==> config.mk <==
export PLATFORM = sky130hd
export DESIGN_NAME = spine_route_lookup_pipe_flat
export DESIGN_NICKNAME = d
export VERILOG_FILES = /design/src/rtl/spine_route_pkg.sv /design/src/rtl/spine_route_lookup_pipe_if.sv /design/src/rtl/spine_route_table.sv /design/src/rtl/spine_route_lookup_pipe.sv /design/src/flat_wrapper.sv
export SDC_FILE = /design/constraint.sdc
export NUM_CORES = 1
export LEC_CHECK = 0
export CORE_MARGIN = 4
export CORE_UTILIZATION = 45
export DETAILED_ROUTE_END_ITERATION = 10
export MAX_ROUTING_LAYER = met4
export PLACE_DENSITY_LB_ADDON = 0.05
export SLEW_MARGIN = 20
export SYNTH_ARGS = -nofsm -noshare
export SYNTH_HDL_FRONTEND = slang
export SYNTH_SLANG_ARGS = --single-unit
export TNS_END_PERCENT = 30
==> constraint.sdc <==
create_clock -name clk -period 5.13 [get_ports clk]
set_input_delay 1.026 -clock clk [delete_from_list [all_inputs] [get_ports clk]]
set_output_delay 1.026 -clock clk [all_outputs]
set_load 0.05 [all_outputs]
==> src/rtl/spine_route_pkg.sv <==
// Shared types, fabric constants and default-port rule for the spine route lookup.
// Latency: n/a (declarations only).
// Backpressure: n/a.
package spine_route_pkg;

    localparam int GROUP_ID_DEF   = 4;
    localparam int NUM_GROUPS_DEF = 8;
    localparam int GRP_W_DEF      = 4;
    localparam int LEAF_W_DEF     = 2;
    localparam int PORT_W_DEF     = 4;
    localparam int TAG_W_DEF      = 8;

    localparam int NUM_LEAFS    = 2**LEAF_W_DEF;
    localparam int NUM_PORTS    = NUM_LEAFS + NUM_GROUPS_DEF - 1;
    localparam int PORT_INVALID = 0;

    // Destination as carried on the request bus: group in the upper bits.
    typedef struct packed {
        logic [GRP_W_DEF-1:0]  group;
        logic [LEAF_W_DEF-1:0] leaf;
    } dest_t;

    // Uplink ports follow the local leaf ports; our own group has no uplink,
    // so groups above it shift down by one.
    function automatic int default_port(input int group, input int group_id,
                                        input int num_groups = NUM_GROUPS_DEF,
                                        input int num_leafs  = NUM_LEAFS);
        if (group == 0 || group == group_id || group > num_groups)
            return PORT_INVALID;
        else if (group < group_id)
            return num_leafs + group;
        else
            return num_leafs + group - 1;
    endfunction

endpackage

==> src/rtl/spine_route_lookup_pipe_if.sv <==
// Request/response/config bundle between the ingress parser and the lookup pipe.
// Latency: n/a (wiring only).
// Backpressure: valid/ready on req and rsp; cfg is a bare strobe.
interface spine_route_lookup_pipe_if
    import spine_route_pkg::*;
#(
    parameter int GRP_W  = GRP_W_DEF,
    parameter int LEAF_W = LEAF_W_DEF,
    parameter int PORT_W = PORT_W_DEF,
    parameter int TAG_W  = TAG_W_DEF
);
    logic                    req_valid;
    logic                    req_ready;
    logic [GRP_W+LEAF_W-1:0] req_dest;
    logic [TAG_W-1:0]        req_tag;

    logic                    rsp_valid;
    logic                    rsp_ready;
    logic [PORT_W-1:0]       rsp_port;
    logic                    rsp_err;
    logic [TAG_W-1:0]        rsp_tag;

    logic                    cfg_we;
    logic [GRP_W-1:0]        cfg_group;
    logic [PORT_W-1:0]       cfg_port;

    modport master (
        output req_valid, req_dest, req_tag, rsp_ready, cfg_we, cfg_group, cfg_port,
        input  req_ready, rsp_valid, rsp_port, rsp_err, rsp_tag
    );

    modport slave (
        input  req_valid, req_dest, req_tag, rsp_ready, cfg_we, cfg_group, cfg_port,
        output req_ready, rsp_valid, rsp_port, rsp_err, rsp_tag
    );
endinterface

==> src/rtl/spine_route_table.sv <==
// Inter-group port table: per-group egress port with reset defaults and one write port.
// Latency: combinational read; a write lands at the clock edge it is presented on.
// Backpressure: none, writes always complete.
module spine_route_table
    import spine_route_pkg::*;
#(
    parameter int GROUP_ID   = GROUP_ID_DEF,
    parameter int NUM_GROUPS = NUM_GROUPS_DEF,
    parameter int GRP_W      = GRP_W_DEF,
    parameter int LEAF_W     = LEAF_W_DEF,
    parameter int PORT_W     = PORT_W_DEF
) (
    input  logic              clk,
    input  logic              rst_n,
    input  logic              wr_en,
    input  logic [GRP_W-1:0]  wr_group,
    input  logic [PORT_W-1:0] wr_port,
    input  logic [GRP_W-1:0]  rd_group,
    output logic [PORT_W-1:0] rd_port
);
    localparam int DEPTH = 2**GRP_W;

    logic [PORT_W-1:0] entry [DEPTH];
    logic              wr_ok;

    // Group 0, our own group and out-of-fabric groups have fixed meaning; protect them.
    assign wr_ok = wr_en && (wr_group != '0) && (wr_group != GRP_W'(GROUP_ID))
                         && (wr_group <= GRP_W'(NUM_GROUPS));

    // Entry storage: reload defaults on reset, otherwise take accepted writes.
    always_ff @(posedge clk or negedge rst_n) begin
        if (!rst_n) begin
            for (int g = 0; g < DEPTH; g++)
                entry[g] <= PORT_W'(default_port(g, GROUP_ID, NUM_GROUPS, 2**LEAF_W));
        end else if (wr_ok) begin
            entry[wr_group] <= wr_port;
        end
    end

    assign rd_port = entry[rd_group];

endmodule

==> src/rtl/spine_route_lookup_pipe.sv <==
// Two-stage destination->egress-port lookup for one spine; optional stats via SPINE_ROUTE_STATS_EN.
// Latency: 2 cycles from request presentation to rsp_valid, 1 result per cycle.
// Backpressure: valid/ready; a stage advances when its successor is empty or draining.
module spine_route_lookup_pipe
    import spine_route_pkg::*;
#(
    parameter int GROUP_ID   = GROUP_ID_DEF,
    parameter int NUM_GROUPS = NUM_GROUPS_DEF,
    parameter int GRP_W      = GRP_W_DEF,
    parameter int LEAF_W     = LEAF_W_DEF,
    parameter int PORT_W     = PORT_W_DEF,
    parameter int TAG_W      = TAG_W_DEF
) (
    input  logic clk,
    input  logic rst_n,
    spine_route_lookup_pipe_if.slave bus
`ifdef SPINE_ROUTE_STATS_EN
    ,
    input  logic        stat_clr,
    output logic [15:0] stat_local,
    output logic [15:0] stat_remote,
    output logic [15:0] stat_err
`endif
);
    logic                    s1_valid;
    logic [GRP_W+LEAF_W-1:0] s1_dest;
    logic [TAG_W-1:0]        s1_tag;

    logic                    s2_valid;
    logic [PORT_W-1:0]       s2_port;
    logic                    s2_err;
    logic                    s2_local;
    logic [TAG_W-1:0]        s2_tag;

    logic                    s2_advance;
    logic [GRP_W-1:0]        s1_group;
    logic [LEAF_W-1:0]       s1_leaf;
    logic [PORT_W-1:0]       tbl_port;
    logic [PORT_W-1:0]       lk_port;
    logic                    lk_err;
    logic                    lk_local;

    assign s2_advance    = !s2_valid || bus.rsp_ready;
    assign bus.req_ready = rst_n && (!s1_valid || s2_advance);
    assign s1_group      = s1_dest[GRP_W+LEAF_W-1:LEAF_W];
    assign s1_leaf       = s1_dest[LEAF_W-1:0];

    spine_route_table #(
        .GROUP_ID   (GROUP_ID),
        .NUM_GROUPS (NUM_GROUPS),
        .GRP_W      (GRP_W),
        .LEAF_W     (LEAF_W),
        .PORT_W     (PORT_W)
    ) u_table (
        .clk      (clk),
        .rst_n    (rst_n),
        .wr_en    (bus.cfg_we),
        .wr_group (bus.cfg_group),
        .wr_port  (bus.cfg_port),
        .rd_group (s1_group),
        .rd_port  (tbl_port)
    );

    // Resolve the S1 destination; the table read sees pre-edge contents, so a
    // write on the transfer edge only affects later requests.
    always_comb begin
        lk_port  = '0;
        lk_err   = 1'b0;
        lk_local = 1'b0;
        if (s1_group == GRP_W'(GROUP_ID)) begin
            lk_port  = PORT_W'(s1_leaf) + PORT_W'(1);
            lk_local = 1'b1;
        end else if (s1_group == '0 || s1_group > GRP_W'(NUM_GROUPS)) begin
            lk_err   = 1'b1;
        end else begin
            lk_port  = tbl_port;
            lk_err   = (tbl_port == PORT_W'(PORT_INVALID));
        end
    end

    // S1: capture a request whenever the slot is free or being vacated.
    always_ff @(posedge clk or negedge rst_n) begin
        if (!rst_n) begin
            s1_valid <= 1'b0;
            s1_dest  <= '0;
            s1_tag   <= '0;
        end else if (!s1_valid || s2_advance) begin
            s1_valid <= bus.req_valid;
            if (bus.req_valid) begin
                s1_dest <= bus.req_dest;
                s1_tag  <= bus.req_tag;
            end
        end
    end

    // S2: hold the result while the consumer stalls, else take S1's lookup.
    always_ff @(posedge clk or negedge rst_n) begin
        if (!rst_n) begin
            s2_valid <= 1'b0;
            s2_port  <= '0;
            s2_err   <= 1'b0;
            s2_local <= 1'b0;
            s2_tag   <= '0;
        end else if (s2_advance) begin
            s2_valid <= s1_valid;
            if (s1_valid) begin
                s2_port  <= lk_port;
                s2_err   <= lk_err;
                s2_local <= lk_local;
                s2_tag   <= s1_tag;
            end
        end
    end

    assign bus.rsp_valid = s2_valid;
    assign bus.rsp_port  = s2_port;
    assign bus.rsp_err   = s2_err;
    assign bus.rsp_tag   = s2_tag;

`ifdef SPINE_ROUTE_STATS_EN
    logic rsp_fire;
    assign rsp_fire = s2_valid && bus.rsp_ready;

    // Per-class handshake counters; clear beats a same-cycle increment, values stick at max.
    always_ff @(posedge clk or negedge rst_n) begin
        if (!rst_n) begin
            stat_local  <= '0;
            stat_remote <= '0;
            stat_err    <= '0;
        end else if (stat_clr) begin
            stat_local  <= '0;
            stat_remote <= '0;
            stat_err    <= '0;
        end else if (rsp_fire) begin
            if (s2_err) begin
                if (stat_err != 16'hFFFF) stat_err <= stat_err + 16'd1;
            end else if (s2_local) begin
                if (stat_local != 16'hFFFF) stat_local <= stat_local + 16'd1;
            end else begin
                if (stat_remote != 16'hFFFF) stat_remote <= stat_remote + 16'd1;
            end
        end
    end
`endif

endmodule

==> src/flat_wrapper.sv <==
// flat-port wrapper written by rule: the top's interface ports become plain ports
module spine_route_lookup_pipe_flat import spine_route_pkg::*;
#(
    parameter int GROUP_ID   = GROUP_ID_DEF,
    parameter int NUM_GROUPS = NUM_GROUPS_DEF,
    parameter int GRP_W      = GRP_W_DEF,
    parameter int LEAF_W     = LEAF_W_DEF,
    parameter int PORT_W     = PORT_W_DEF,
    parameter int TAG_W      = TAG_W_DEF
)
  (clk, rst_n, bus_req_valid, bus_req_dest, bus_req_tag, bus_rsp_ready, bus_cfg_we, bus_cfg_group, bus_cfg_port, bus_req_ready, bus_rsp_valid, bus_rsp_port, bus_rsp_err, bus_rsp_tag);
  spine_route_lookup_pipe_if #(.GRP_W(GRP_W), .LEAF_W(LEAF_W), .PORT_W(PORT_W), .TAG_W(TAG_W)) bus_i ();
  input  logic clk;
  input  logic rst_n;
  input wire logic [$bits(bus_i.req_valid)-1:0] bus_req_valid;
  input wire logic [$bits(bus_i.req_dest)-1:0] bus_req_dest;
  input wire logic [$bits(bus_i.req_tag)-1:0] bus_req_tag;
  input wire logic [$bits(bus_i.rsp_ready)-1:0] bus_rsp_ready;
  input wire logic [$bits(bus_i.cfg_we)-1:0] bus_cfg_we;
  input wire logic [$bits(bus_i.cfg_group)-1:0] bus_cfg_group;
  input wire logic [$bits(bus_i.cfg_port)-1:0] bus_cfg_port;
  output wire logic [$bits(bus_i.req_ready)-1:0] bus_req_ready;
  output wire logic [$bits(bus_i.rsp_valid)-1:0] bus_rsp_valid;
  output wire logic [$bits(bus_i.rsp_port)-1:0] bus_rsp_port;
  output wire logic [$bits(bus_i.rsp_err)-1:0] bus_rsp_err;
  output wire logic [$bits(bus_i.rsp_tag)-1:0] bus_rsp_tag;
  assign bus_i.req_valid = bus_req_valid;
  assign bus_i.req_dest = bus_req_dest;
  assign bus_i.req_tag = bus_req_tag;
  assign bus_i.rsp_ready = bus_rsp_ready;
  assign bus_i.cfg_we = bus_cfg_we;
  assign bus_i.cfg_group = bus_cfg_group;
  assign bus_i.cfg_port = bus_cfg_port;
  assign bus_req_ready = bus_i.req_ready;
  assign bus_rsp_valid = bus_i.rsp_valid;
  assign bus_rsp_port = bus_i.rsp_port;
  assign bus_rsp_err = bus_i.rsp_err;
  assign bus_rsp_tag = bus_i.rsp_tag;
  spine_route_lookup_pipe #(.GROUP_ID(GROUP_ID), .NUM_GROUPS(NUM_GROUPS), .GRP_W(GRP_W), .LEAF_W(LEAF_W), .PORT_W(PORT_W), .TAG_W(TAG_W)) u_core (.clk(clk), .rst_n(rst_n), .bus(bus_i));
endmodule
After elaboration in Yosys (flattened, before gate mapping). Index checks and enable logic that the tools add are counted. Widths: inputs -> output; s select.

Bits in registers: 93. Output and inout port bits: 15. Word-level logic and storage cells: 58.

Add/sub/neg operators: 1. Order comparisons: 5. Eq/ne operators: 2. Muxes and demuxes: 10. Bitwise logic cells: 2. Reduce and logical (&&, ||, !) cells: 15.

Operator list (count): $bwmux 64 (1); $mux 4 (5); $bmux 4 s4 (1); $demux 4 s4 (1); $ge 5x5->1 const B (2); $not 4->5 (2); $logic_not 4->1 (2); $logic_and 1x1->1 (5); $lt 5x1->1 const B (1); $eq 4x3->1 const B (1); $gt 4x4->1 const B (1); $le 4x4->1 const B (1); $ne 4x3->1 const B (1); $reduce_and 2->1 (2); $reduce_bool 4->1 (1); $add 2x1->3 const B (1); $logic_or 1x1->1 (3); $logic_not 1->1 (2); $mux 1 (2).

Depth between registers and ports, before layout.
Depth after elaboration: 7. Depth in mapped cells: 7.

Hierarchy. From an unflattened synthesis, not the netlist that was laid out.

Cell total of the unflattened synthesis: 267. Area, all modules: 4007.6 sq um.

Modules (own cells, without submodules): spine_route_table (instances 1, cells each 178, area an instance 2735.1 sq um); spine_route_lookup_pipe (instances 1, cells each 89, area an instance 1272.5 sq um).

Worst setup path before layout. No wires, ideal clock.

Path type: in2out. Start point: in bus_rsp_ready. End point: out bus_req_ready. Arrival time: 1.578 ns. Path slack: 2.526 ns. Stages on the path: 2. Path buffers: 0. Cell sequence: nand3b_1 > and2_1.

Cells in the longest elaborated chain, start to end: 3.

Ends and longest elaborated chain: start: declaration (line flat_wrapper.sv:18) `input wire logic [$bits(bus_i.rsp_ready)-1:0] bus_rsp_ready;`; $logic_or 1x1->1 (line spine_route_lookup_pipe.sv:43) `assign s2_advance = !s2_valid || bus.rsp_ready;`; $logic_or 1x1->1 (line spine_route_lookup_pipe.sv:44) `assign bus.req_ready = rst_n && (!s1_valid || s2_advance);`; $logic_and 1x1->1 (line spine_route_lookup_pipe.sv:44); end: declaration (line flat_wrapper.sv:22) `output wire logic [$bits(bus_i.req_ready)-1:0] bus_req_ready;`.

No other way between the ends.

Worst setup path after layout. Ends and elaborated chain as after synthesis.

==> Flow_metrics.wiki <==
{| class="wikitable"
! Metric !! Value
|-
| Switching share of power || 0.2990
|-
| Number of iterations in the first detailed-routing pass || 4
|-
| Number of antenna cells inserted || 0
|-
| Number of library cell types mapped by synthesis || 28
|-
| Final max-slew violation count || 0
|-
| Yosys warnings || 0
|-
| Unrepaired setup endpoints after global routing || false
|-
| Global-route wire length before repair || 11.07 mm
|-
| Worst Path Class, Setup || in2out
|-
| Total of buffers placed on input and output ports || 41
|-
| Highest clock frequency the design can meet || 278.7 MHz
|-
| Overall track demand over capacity in global routing || 0.1480
|-
| Post-synthesis area per instance || 14.36 um2
|-
| Register share of total power || 0.524
|-
| Internal power of the cells || 1.218 mW
|-
| Kind of end point of the critical path || output port
|-
| Count of cells along the worst register-to-register path || 6
|-
| Clock root buffer master || sky130_fd_sc_hd__clkbuf_8
|-
| Comb power frac || 0.222
|-
| Routability Congestion || 0.7133
|-
| Outcome || finished clean
|-
| Period Utilization, post-route || 0.6994
|-
| Filler Cells Inserted || 679
|-
| Proportion of layout cells with a drive suffix above 1 || 0.3643
|-
| Number of buffers inserted for hold repair after clock tree synthesis || 0
|-
| Post-layout minimum cycle time || 3588 ps
|-
| Maximum number of pins on one net before global-route repair || 68
|-
| Origin of the worst setup path || bus_rsp_ready
|-
| DRC violations left || 0
|-
| Via density per instance || 5.117
|-
| Later-pin clock latency in the skew report || 350 ps
|-
| Area of the die || 0.009993 mm2
|-
| Clock sink total || 93
|-
| Final clock skew || 10.89 ps
|-
| Wire per inst || 16.55 um
|-
| Worst endpoint data arrival time || 2560 ps
|-
| Post-Synthesis Cells || 265
|-
| Share of synthesized flip-flops with an asynchronous set or reset || 1.000
|-
| Remaining global-route overflow || 0
|-
| Tightest slew margin relative to the limit || 0.4328
|-
| Vias post-DR || 1970
|-
| Syn nets || 293
|-
| Detailed-route wire length || 6.371 mm
|-
| Number of buffers on the longest clock path || 2
|-
| Pwr Density || 397.9 mW/mm2
|-
| Kind of path behind the tightest hold check || reg2reg
|-
| Final setup violation count || 0
|-
| Post-CTS Repair Setup Buffers || 0
|-
| Number of buffers created by CTS || 9
|-
| Static power due to leakage || 1.852 nW
|-
| MaxCap Viol Count || 0
|-
| Net switching power figure || 0.5193 mW
|-
| Post-CTS clock slew at the launch and capture registers of the worst setup and hold paths || 80 ps
|-
| Leading post-synthesis cells by cell area || sky130_fd_sc_hd__dfrtp_1 51%, sky130_fd_sc_hd__mux2_2 15%, sky130_fd_sc_hd__dfstp_2 10%
|-
| #FFs+latches synth || 93
|-
| Layout net count || 303
|-
| Required time of the critical path || 4100 ps
|-
| Starting utilization of the core area || 0.4632
|-
| Number of resized instances in the post-cts repair step || 0
|-
| Number of placement rows || 33
|-
| Post-placement worst setup slack || 1527 ps
|-
| Final count of hold timing violations || 0
|-
| VDD IR max || 0.1675 mV
|-
| Relative area change from synthesis to final layout || 14.69%
|-
| TritonCTS clock tree || done
|-
| End of the worst register-to-register path || u_core.bus.rsp_err$_DFFE_PN0P_
|-
| Height of the die || 99.97 um
|-
| Initial antenna violation count || 0
|-
| Largest fanout of any net on the critical path || 3
|-
| Critical path startpoint category || input pin
|-
| Endpoint, Worst Hold || u_core.u_table.entry[44]$_DFFE_PN0P_
|-
| CTS HTree Levels || 3
|-
| Die outline width || 99.97 um
|-
| Number of synthesized flops with an enable pin || 0
|-
| Post-detailed-route count of antenna-violating nets || 0
|-
| Worst setup slack after layout || 1542 ps
|-
| Final HPWL DP || 4.419 mm
|-
| Post-synthesis cell type with the largest combined area || sky130_fd_sc_hd__dfrtp_1
|-
| Worst flop-to-flop path startpoint || u_core.s1_dest[2]$_DFFE_PN0P_
|-
| Area of the core || 0.008217 mm2
|-
| Number of violations reported at the end of detailed-routing iteration 0 || 57
|-
| Transition time at the pin with the least slew margin || 850.9 ps
|-
| Dominant register cell in the synthesized netlist || sky130_fd_sc_hd__dfrtp_1
|-
| Number of global-route vias before repair || 2084
|-
| Post-route setup TNS || 0 ps
|-
| HP Start || u_core.u_table.entry[44]$_DFFE_PN0P_
|-
| Sequential-to-total area share from yosys stat || 0.6164
|-
| Post-synthesis instance area || 0.003806 mm2
|-
| I/O Pins || 42
|-
| Cells on Worst Hold Path || 0
|-
| Fraction of power consumed by the clock network || 0.254
|-
| Fraction of synthesized cell area taken by the top area cell type || 0.5128
|-
| Slack of the worst reg-to-reg path || 2500 ps
|}
==> sequential cells by signal, summed over array words and instances, names as in the netlist <==
| name | cells |
|---|---|
| u_core.s1_dest | 6 |
| u_core.bus.rsp_tag | 8 |
| u_core.u_table.entry | 64 |
| u_core.bus.rsp_valid | 1 |
| u_core.bus.rsp_port | 4 |
| u_core.bus.rsp_err | 1 |
| u_core.s1_tag | 8 |
| u_core.s1_valid | 1 |
==> layout make-up <==
cell class | instances | area [um2] | share of cell area
sequential | 93 | 2346 | 0.5374
tap | 105 | 131.4 | 0.03009
timing repair buffer | 43 | 422.9 | 0.09688
clock inverter | 7 | 56.30 | 0.01290
multi-input combinational | 128 | 1285 | 0.2944
clock buffer | 9 | 123.9 | 0.02837
==> power groups by stage <==
stage          Sequential (mW)  Clock, mW  Combinational (mW)
2_1_floorplan            0.986          0               0.194
3_3_place_gp             0.925          0               0.387
3_5_place_dp             0.928          0               0.391
4_1_cts                  0.913      0.464               0.392
5_1_grt                  0.927      0.497               0.416
6_report                 0.911      0.441               0.386
==> cell families after synthesis <==
| family | count (synthesis) | share of synthesized area |
|---|---|---|
| DFF | 93 | 0.6164 |
| muxes | 68 | 0.2479 |
| buffers and inverters | 44 | 0.04602 |
| and+or+nand+nor | 42 | 0.05950 |
| AOI/OAI and AO/OA | 17 | 0.02696 |
| adders and majority gates | 1 | 0.003287 |
==> stage by stage <==
step                power [mW]  std cells  instance area (um2)  hold slack, ps  utilization
finish                   1.737        385                 4365           376.1       0.5313
global placement         1.313        369                 4185           359.7       0.5094
CTS                      1.769        385                 4365           381.6       0.5313
detailed placement       1.319        369                 4185           362.2       0.5094
floorplan                1.180        265                 3806           423.9            -
global route             1.840        385                 4365           388.2       0.5313
==> synthesized netlist by cell type, types with 2 or more instances <==
cell / instances
sky130_fd_sc_hd__buf_2: 2
sky130_fd_sc_hd__clkbuf_1: 40
sky130_fd_sc_hd__nand2b_1: 6
sky130_fd_sc_hd__nand3_1: 5
sky130_fd_sc_hd__dfrtp_1: 78
sky130_fd_sc_hd__mux4_2: 16
sky130_fd_sc_hd__or3_1: 2
sky130_fd_sc_hd__o22ai_1: 2
sky130_fd_sc_hd__o21ai_0: 4
sky130_fd_sc_hd__a21oi_1: 6
sky130_fd_sc_hd__nor3_1: 2
sky130_fd_sc_hd__a22oi_1: 4
sky130_fd_sc_hd__nor2b_1: 2
sky130_fd_sc_hd__nand3b_1: 4
sky130_fd_sc_hd__nor2_1: 6
sky130_fd_sc_hd__or2_2: 2
sky130_fd_sc_hd__nand2_1: 9
sky130_fd_sc_hd__mux2_2: 50
sky130_fd_sc_hd__mux2i_1: 2
sky130_fd_sc_hd__dfstp_2: 15
==> layout by cell type, fill, tap and decap left out, types with 3 or more instances in the layout <==
| master | n |
|---|---|
| sky130_fd_sc_hd__o21ai_0 | 4 |
| sky130_fd_sc_hd__a21oi_1 | 6 |
| sky130_fd_sc_hd__clkdlybuf4s50_1 | 40 |
| sky130_fd_sc_hd__buf_4 | 3 |
| sky130_fd_sc_hd__mux2_2 | 50 |
| sky130_fd_sc_hd__clkinvlp_4 | 3 |
| sky130_fd_sc_hd__nor2_1 | 6 |
| sky130_fd_sc_hd__dfrtp_1 | 78 |
| sky130_fd_sc_hd__clkbuf_8 | 9 |
| sky130_fd_sc_hd__nand3b_1 | 4 |
| sky130_fd_sc_hd__nand3_1 | 5 |
| sky130_fd_sc_hd__a22oi_1 | 4 |
| sky130_fd_sc_hd__nand2b_1 | 6 |
| sky130_fd_sc_hd__nand2_1 | 9 |
| sky130_fd_sc_hd__mux4_2 | 16 |
| sky130_fd_sc_hd__dfstp_2 | 15 |
==> metal layers <==
metal	vias up	global-route usage	routed length [um]
met5	-	-	0
met4	0	0.05672	98
met3	10	0.03058	180
met2	26	0.2093	3041
met1	995	0.2116	3050
li1	939	-	-
==> worst max-delay path: stages <==
cell and delay [ps]:
sky130_fd_sc_hd__clkdlybuf4s50_1 460, sky130_fd_sc_hd__nand3b_1 140, sky130_fd_sc_hd__and2_1 140, sky130_fd_sc_hd__clkdlybuf4s50_1 790
==> worst max-delay path by stage <==
stage / cells past startpoint / end / slack (ps)
after CTS: 4 / bus_req_ready / 1520
after global placement: 4 / bus_req_ready / 1540
final: 4 / bus_req_ready / 1540
after detailed placement: 4 / bus_req_ready / 1530
after global routing: 4 / bus_req_ready / 1490
after floorplan: 2 / bus_req_ready / 2530
No activity file was read; power rests on OpenSTA's default activity.
